==> src/rtl/uart_frame_ctrl.sv <==
// UART frame assembler: collects an 8-byte header/payload/checksum frame,
// verifies the checksum and holds the frame until downstream accepts it.
module uart_frame_ctrl #(
  parameter logic [7:0]  HDR_BYTE    = 8'hA5,
  parameter logic [15:0] TIMEOUT_CYC = 16'd50000
) (
  input  logic        clk,
  input  logic        rst_n,
  input  logic [7:0]  rx_data,
  input  logic        rx_valid,
  input  logic        rx_perr,
  output logic [63:0] frame_data,
  output logic        frame_valid,
  input  logic        frame_ready,
  output logic        err_pulse,
  output logic [1:0]  err_code,
  output logic        ovr_pulse,
  output logic [15:0] frame_cnt,
  output logic [7:0]  err_cnt
);

  typedef enum logic [1:0] {
    S_IDLE,
    S_COLLECT,
    S_CHECK,
    S_HOLD
  } state_e;

  typedef enum logic [1:0] {
    ERR_NONE     = 2'd0,
    ERR_PARITY   = 2'd1,
    ERR_TIMEOUT  = 2'd2,
    ERR_CHECKSUM = 2'd3
  } err_e;

  state_e      state_q, state_d;
  logic [2:0]  idx_q, idx_d;
  logic [15:0] gap_q, gap_d;
  logic [63:0] frame_q, frame_d;
  logic        fv_q, fv_d;
  logic        err_pulse_q, err_pulse_d;
  logic [1:0]  err_code_q, err_code_d;
  logic        ovr_q, ovr_d;
  logic [15:0] frame_cnt_q, frame_cnt_d;
  logic [7:0]  err_cnt_q, err_cnt_d;

  logic [7:0]  payload_sum;
  logic        err_evt;

  // Checksum covers payload bytes 1..6; byte 7 carries the expected sum.
  always_comb begin
    payload_sum = frame_q[15:8] + frame_q[23:16] + frame_q[31:24]
                + frame_q[39:32] + frame_q[47:40] + frame_q[55:48];
  end

  always_comb begin
    // NOTE: every output of this block gets a default first, so no path can
    // leave a variable unassigned and infer a latch.
    state_d     = state_q;
    idx_d       = idx_q;
    gap_d       = gap_q;
    frame_d     = frame_q;
    fv_d        = fv_q;
    err_evt     = 1'b0;
    err_code_d  = err_code_q;
    ovr_d       = 1'b0;
    frame_cnt_d = frame_cnt_q;

    unique case (state_q)
      S_IDLE: begin
        if (rx_valid && !rx_perr && (rx_data == HDR_BYTE)) begin
          frame_d[7:0] = rx_data;
          idx_d        = 3'd1;
          gap_d        = '0;
          state_d      = S_COLLECT;
        end
      end

      S_COLLECT: begin
        if (rx_valid) begin
          gap_d = '0;
          if (rx_perr) begin
            err_evt    = 1'b1;
            err_code_d = ERR_PARITY;
            idx_d      = '0;
            state_d    = S_IDLE;
          end else begin
            frame_d[{idx_q, 3'b000} +: 8] = rx_data;
            idx_d = idx_q + 3'd1;
            if (idx_q == 3'd7) state_d = S_CHECK;
          end
        end else if (gap_q == TIMEOUT_CYC) begin
          // A byte landing on the boundary cycle wins over the timeout.
          err_evt    = 1'b1;
          err_code_d = ERR_TIMEOUT;
          idx_d      = '0;
          gap_d      = '0;
          state_d    = S_IDLE;
        end else begin
          gap_d = gap_q + 16'd1;
        end
      end

      S_CHECK: begin
        idx_d = '0;
        if (payload_sum == frame_q[63:56]) begin
          fv_d    = 1'b1;
          state_d = S_HOLD;
        end else begin
          err_evt    = 1'b1;
          err_code_d = ERR_CHECKSUM;
          state_d    = S_IDLE;
        end
      end

      S_HOLD: begin
        // Bytes are dropped here even on the handshake cycle.
        ovr_d = rx_valid;
        if (fv_q && frame_ready) begin
          fv_d        = 1'b0;
          frame_cnt_d = frame_cnt_q + 16'd1;
          state_d     = S_IDLE;
        end
      end

      default: state_d = S_IDLE;
    endcase

    err_pulse_d = err_evt;
    err_cnt_d   = (err_evt && (err_cnt_q != 8'hFF)) ? err_cnt_q + 8'd1 : err_cnt_q;
  end

  // NOTE: state uses non-blocking assignments so every flop samples the
  // pre-edge values regardless of statement order.
  // NOTE: the frame buffer is reset too, since frame_data must read zero
  // in reset and a stale partial frame must not survive it.
  always_ff @(posedge clk or negedge rst_n) begin
    if (!rst_n) begin
      state_q     <= S_IDLE;
      idx_q       <= '0;
      gap_q       <= '0;
      frame_q     <= '0;
      fv_q        <= 1'b0;
      err_pulse_q <= 1'b0;
      err_code_q  <= ERR_NONE;
      ovr_q       <= 1'b0;
      frame_cnt_q <= '0;
      err_cnt_q   <= '0;
    end else begin
      state_q     <= state_d;
      idx_q       <= idx_d;
      gap_q       <= gap_d;
      frame_q     <= frame_d;
      fv_q        <= fv_d;
      err_pulse_q <= err_pulse_d;
      err_code_q  <= err_code_d;
      ovr_q       <= ovr_d;
      frame_cnt_q <= frame_cnt_d;
      err_cnt_q   <= err_cnt_d;
    end
  end

  assign frame_data  = frame_q;
  assign frame_valid = fv_q;
  assign err_pulse   = err_pulse_q;
  assign err_code    = err_code_q;
  assign ovr_pulse   = ovr_q;
  assign frame_cnt   = frame_cnt_q;
  assign err_cnt     = err_cnt_q;

endmodule

==> config.mk <==
export PLATFORM = sky130hd
export DESIGN_NAME = uart_frame_ctrl
export DESIGN_NICKNAME = d
export VERILOG_FILES = /design/src/rtl/uart_frame_ctrl.sv
export SDC_FILE = /design/constraint.sdc
export NUM_CORES = 1
export LEC_CHECK = 0
export ABC_CLOCK_PERIOD_IN_PS = 4950
export BUFFER_PORTS_ARGS = -buffer_cell sky130_fd_sc_hd__clkbuf_2
export CORE_ASPECT_RATIO = 0.75
export CORE_MARGIN = 10
export CORE_UTILIZATION = 56
export DETAILED_ROUTE_END_ITERATION = 7
export PLACE_DENSITY = 0.89
export SLEW_MARGIN = 30
export SYNTH_ARGS = -nofsm -noshare
export SYNTH_HDL_FRONTEND = slang
export SYNTH_SLANG_ARGS = --single-unit
==> constraint.sdc <==
create_clock -name clk -period 4.95 [get_ports clk]
set_input_delay 0.7425 -clock clk [delete_from_list [all_inputs] [get_ports clk]]
set_output_delay 0.7425 -clock clk [all_outputs]
set_load 0.02 [all_outputs]
Word-level counts from Yosys, hierarchy flattened

Cells that the tools add are included.

$add $sub $neg: 10
Eq/ne operators: 17
Shifts and indexed selects: 2
Mux-type cells: 36
Bitwise gates (word level): 1
Reductions and logical operators: 18

Operator list:

| operator               | count |
|---|---|
| $bwmux 64              | 1 |
| $shift 8x8->64 const A | 1 |
| $shiftx 8x8->64        | 1 |
| $mux 16                | 3 |
| $add 8x8->8            | 5 |
| $add 16x1->16 const B  | 2 |
| $pmux 16 s2            | 1 |
| $mux 8                 | 3 |
| $mux 2                 | 11 |
| $eq 16x16->1 const B   | 1 |
| $pmux 8 s2             | 1 |
| $mux 3                 | 4 |
| $ne 2x2->1 const B     | 6 |
| $reduce_and 4->1       | 3 |
| $pmux 3 s3             | 1 |
| $reduce_and 3->1       | 3 |
| $add 8x1->8 const B    | 1 |
| $eq 8x8->1             | 1 |
| $eq 8x8->1 const B     | 1 |
| $ne 8x8->1 const B     | 1 |
| $neg 6->8              | 1 |
| $pmux 2 s4             | 1 |
| $mux 1                 | 7 |
| $ne 3x3->1 const B     | 2 |
| other kinds (14)       | 22 |

Register bits: 114
Input bits: 13
Output and inout port bits: 93

Logic depth before layout (Yosys ltp)

Depth in word-level cells: 9
Mapped depth: 16
Mapped depth without buffers: 16

Worst setup path after synthesis

No wires, ideal clock.

Path kind: reg2reg
Start point: register frame_q[10], in the netlist frame_data[10]
End point: register err_cnt_q[1], in the netlist err_cnt[1]
Arrival time: 4.130 ns
Required time: 4.825 ns
Path slack: 0.695 ns
Stages on the path, launching flop included: 14
Period minus slack after synthesis: 4.255 ns
Cells stage by stage: dfrtp_1 > fa_1 > inv_1 > fa_1 > fa_1 > inv_1 > ha_1 > fa_1 > a31oi_2 > xnor2_1 > or4_4 > o21ai_4 > a21oi_4 > mux2_4

Longest elaborated chain between the ends: 9

RTL lines:

| item                     | line | source |
|---|---|---|
| from (decl)              | 39   | `logic [63:0] frame_q, frame_d;` |
| from (signal assigned)   | 153  | `frame_q <= frame_d;` |
| $add 8x8->8 (2 in a row) | 52   | `payload_sum = frame_q[15:8] + frame_q[23:16] + frame_q[31:24]` |
| $add 8x8->8 (3 in a row) | 53   | `+ frame_q[39:32] + frame_q[47:40] + frame_q[55:48];` |
| $eq 8x8->1               | 106  | `if (payload_sum == frame_q[63:56]) begin` |
| $mux 1                   | 106  |  |
| $pmux 1 s2               | 69   | `unique case (state_q)` |
| $logic_and 1x1->1        | 130  | `err_cnt_d = (err_evt && (err_cnt_q != 8'hFF)) ? err_cnt_q + 8'd1 : err_cnt_q;` |
| to (signal assigned)     | 159  | `err_cnt_q <= err_cnt_d;` |
| to (decl)                | 45   | `logic [7:0] err_cnt_q, err_cnt_d;` |

Every way passes these cells.
A chain may end at the register's enable or synchronous reset.

Final worst setup path

Same ends and word-level chain as after synthesis.

==> flow_summary.json <==
{
  "async_flop_share_pct": 100,
  "synth-xor-area-share_pct": 7.14,
  "die_area_um2": 15400,
  "cts_tree": "done",
  "finClkSkew_ns": 0.00621,
  "status": "complete, no violations",
  "io-pin-count": 106,
  "syn_inst": 591,
  "insertion_delay_ns": 0.41,
  "first_pass_iters": 5,
  "multi_input_area_um2": 2960,
  "ys_ff_latch": 114,
  "cts_sinks": 114,
  "cp-startpoint": "frame_data[10]",
  "cts_max_level": 4,
  "cp-endpoint": "err_cnt[1]",
  "post_cts_buffers": 0,
  "grtUsageTotal_pct": 21.7,
  "synth_ff_type": "dfrtp_1",
  "ctsLongestPathBuffers": 2,
  "antenna_cells": 0,
  "synth_top_cell_area_share_pct": 47.1,
  "drtIter0Drc": 517,
  "setup_slack_ns": 0.549,
  "yosysUniqueCellTypes": 43,
  "critPathKind": "reg2reg",
  "start_util_pct": 58.2,
  "overflow": 0,
  "ctsHoldBuffers": 0,
  "routed_wl_um": 16400,
  "drive_gt1_share_pct": 22.4,
  "max_cap_viol_count": 0,
  "setup_tns_ns": 0,
  "die_y_um": 110,
  "clk_pin_slew_ns": 0.05,
  "required_ns": 5.24,
  "hold_viol_final": 0,
  "path_max_fanout": 8,
  "ctsResizeCount": 0,
  "synth_edf_count": 0,
  "synth_area_per_cell_um2": 10.3,
  "relSlewSlack_pct": 38.4,
  "r2r_start": "frame_data[10]",
  "ys_seq_area_share_pct": 47.1,
  "final_cells": 850,
  "gp_congestion": 0.943,
  "p_leak_uw": 0.00357,
  "r2r-end": "err_cnt[1]",
  "critical_path_arrival_ns": 4.69,
  "hold_class": "in2async",
  "yosysTopAreaCell": "dfrtp_1",
  "worstMarginPinSlew_ns": 0.921,
  "syn-num-nets": 653,
  "synth_compound_area_share_pct": 9.40,
  "yosys.area_share.simple_pct": 15.4,
  "postRouteAntennaNets": 0,
  "final_util_pct": 70.2,
  "grt_max_degree": 86,
  "wl_per_cell_um": 19.3,
  "antenna_found_initial": 0,
  "fin_crit_sh_pct": 88.9,
  "seq_area_um2": 2850,
  "rsz0062_at_grt": "no",
  "area_growth_pct": 20.6,
  "synth-adder-area-share_pct": 13.5,
  "end_kind": "register",
  "filler_cell_count": 713,
  "dp_cells": 819,
  "syn_area_um2": 6060,
  "cellPowerDensity_nw_per_um2": 615,
  "coreArea_um2": 10400,
  "slew_viol_final": 0,
  "synth.area.top_cells": "dfrtp_1 47%, fa_1 8.9%, nand2_1 5.9%",
  "die_w_um": 140,
  "post-route-min-period_ns": 4.40,
  "dp_hpwl_um": 11700,
  "synthMuxAreaShare_pct": 3.41,
  "max_freq_mhz": 227,
  "finalSetupViolCount": 0,
  "yosys_warnings": 0,
  "row_count": 32,
  "grt_pass1_vias": 5156,
  "layout.nets": 764,
  "post-route-drc-count": 0,
  "cts_root_buffer": "clkbuf_16",
  "cp-start-kind": "register",
  "vias": 4908,
  "synth_top_family_by_area": "simple AND/OR/NAND/NOR gates",
  "reg2reg_depth": 13,
  "peakVddDrop_mv": 0.319,
  "whs_ns": 0.382,
  "dp_slack_ns": 0.573,
  "via_per_inst": 5.77,
  "cts_buffers": 17,
  "port-buffer-count": 105,
  "grt_pass1_wl_um": 26700,
  "most-common-layout-cells": "114 x dfrtp_1, 104 x clkbuf_2, 96 x nand2_1",
  "final_common_cell": "dfrtp_1",
  "rrSetupSlack_ns": 0.55
}
[synthesized netlist by cell type (2+ instances only)]
cell      number
dfrtp_1      114
nand2_1       96
o21ai_0       65
inv_1         50
xnor2_1       32
nor2_1        28
fa_1          27
nand3_1       27
ha_1          22
mux2_2        17
clkbuf_1      13
xor2_1        13
a21oi_1       12
nand4_1       12
and3_1         9
nor3_1         7
o31ai_1        5
nand2b_1       4
nor2b_1        4
or3_1          4
a21o_1         2
a31oi_1        2
and2_1         2
and4bb_1       2
buf_2          2
nor4b_1        2
o211ai_1       2
[layer usage]
| metal | up-vias | track usage [%] | wire length (µm) |
|---|---|---|---|
| li1 | 2184 | - | - |
| met1 | 2394 | 26.7 | 6500 |
| met2 | 291 | 35.0 | 7680 |
| met3 | 39 | 8.46 | 1860 |
| met4 | 0 | 6.91 | 324 |
| met5 | - | 0 | 0 |
[layout make-up]
| class | count | area share (%) |
|---|---|---|
| clock buffer | 27 | 7.15 |
| clock inverter | 4 | 0.958 |
| inverter | 50 | 2.57 |
| multi-input combinational | 412 | 40.5 |
| sequential | 114 | 39.0 |
| tap | 136 | 2.33 |
| timing repair buffer | 107 | 7.48 |
[power by group]
group,internal [µW],switching [µW]
Combinational,725,1220
Clock,816,401
Sequential,1120,215
Total,2670,1830
[critical path, cell delays in order (launching register included)]
cell,delay (ns)
dfrtp_1,0.42
fa_1,0.55
inv_1,0.06
fa_1,0.50
fa_1,0.54
inv_1,0.04
ha_1,0.22
fa_1,0.47
xnor2_1,0.19
nand4_1,0.10
or4_4,0.57
o21ai_4,0.18
a21oi_4,0.11
mux2_4,0.32
[through the flow]
stage / power [µW] / instance area [µm²]
3_5_place_dp: 3230 / 6720
4_1_cts: 4500 / 7310
5_1_grt: 4790 / 7310
2_1_floorplan: 2660 / 6060
6_report: 4500 / 7310
3_3_place_gp: 3130 / 6710
[kinds of logic (layout without fill, tap and decap cells)]
kind of cell,count (synthesis),after routing
buf+inv,65,188
mux,18,18
simple gates,201,201
fa+ha+maj,49,49
flops,114,114
compound gates,97,97
xor+xnor,47,47
[registers in the layout, summed over array words and instances (netlist names)]
signal / cells
frame_data: 64
frame_cnt: 16
gap_q: 16
err_cnt: 8
idx_q: 3
err_code: 2
state_q: 2
err_pulse: 1
frame_valid: 1
ovr_pulse: 1
[worst min path at each step]
stage	to	cells after the start
floorplan	err_cnt[0]	0
global placement	frame_cnt[15]	1
detailed placement	frame_cnt[12]	1
CTS	frame_cnt[1]	1
global route	gap_q[8]	1
finish	gap_q[9]	1
Power figures use the tool's default switching activity.
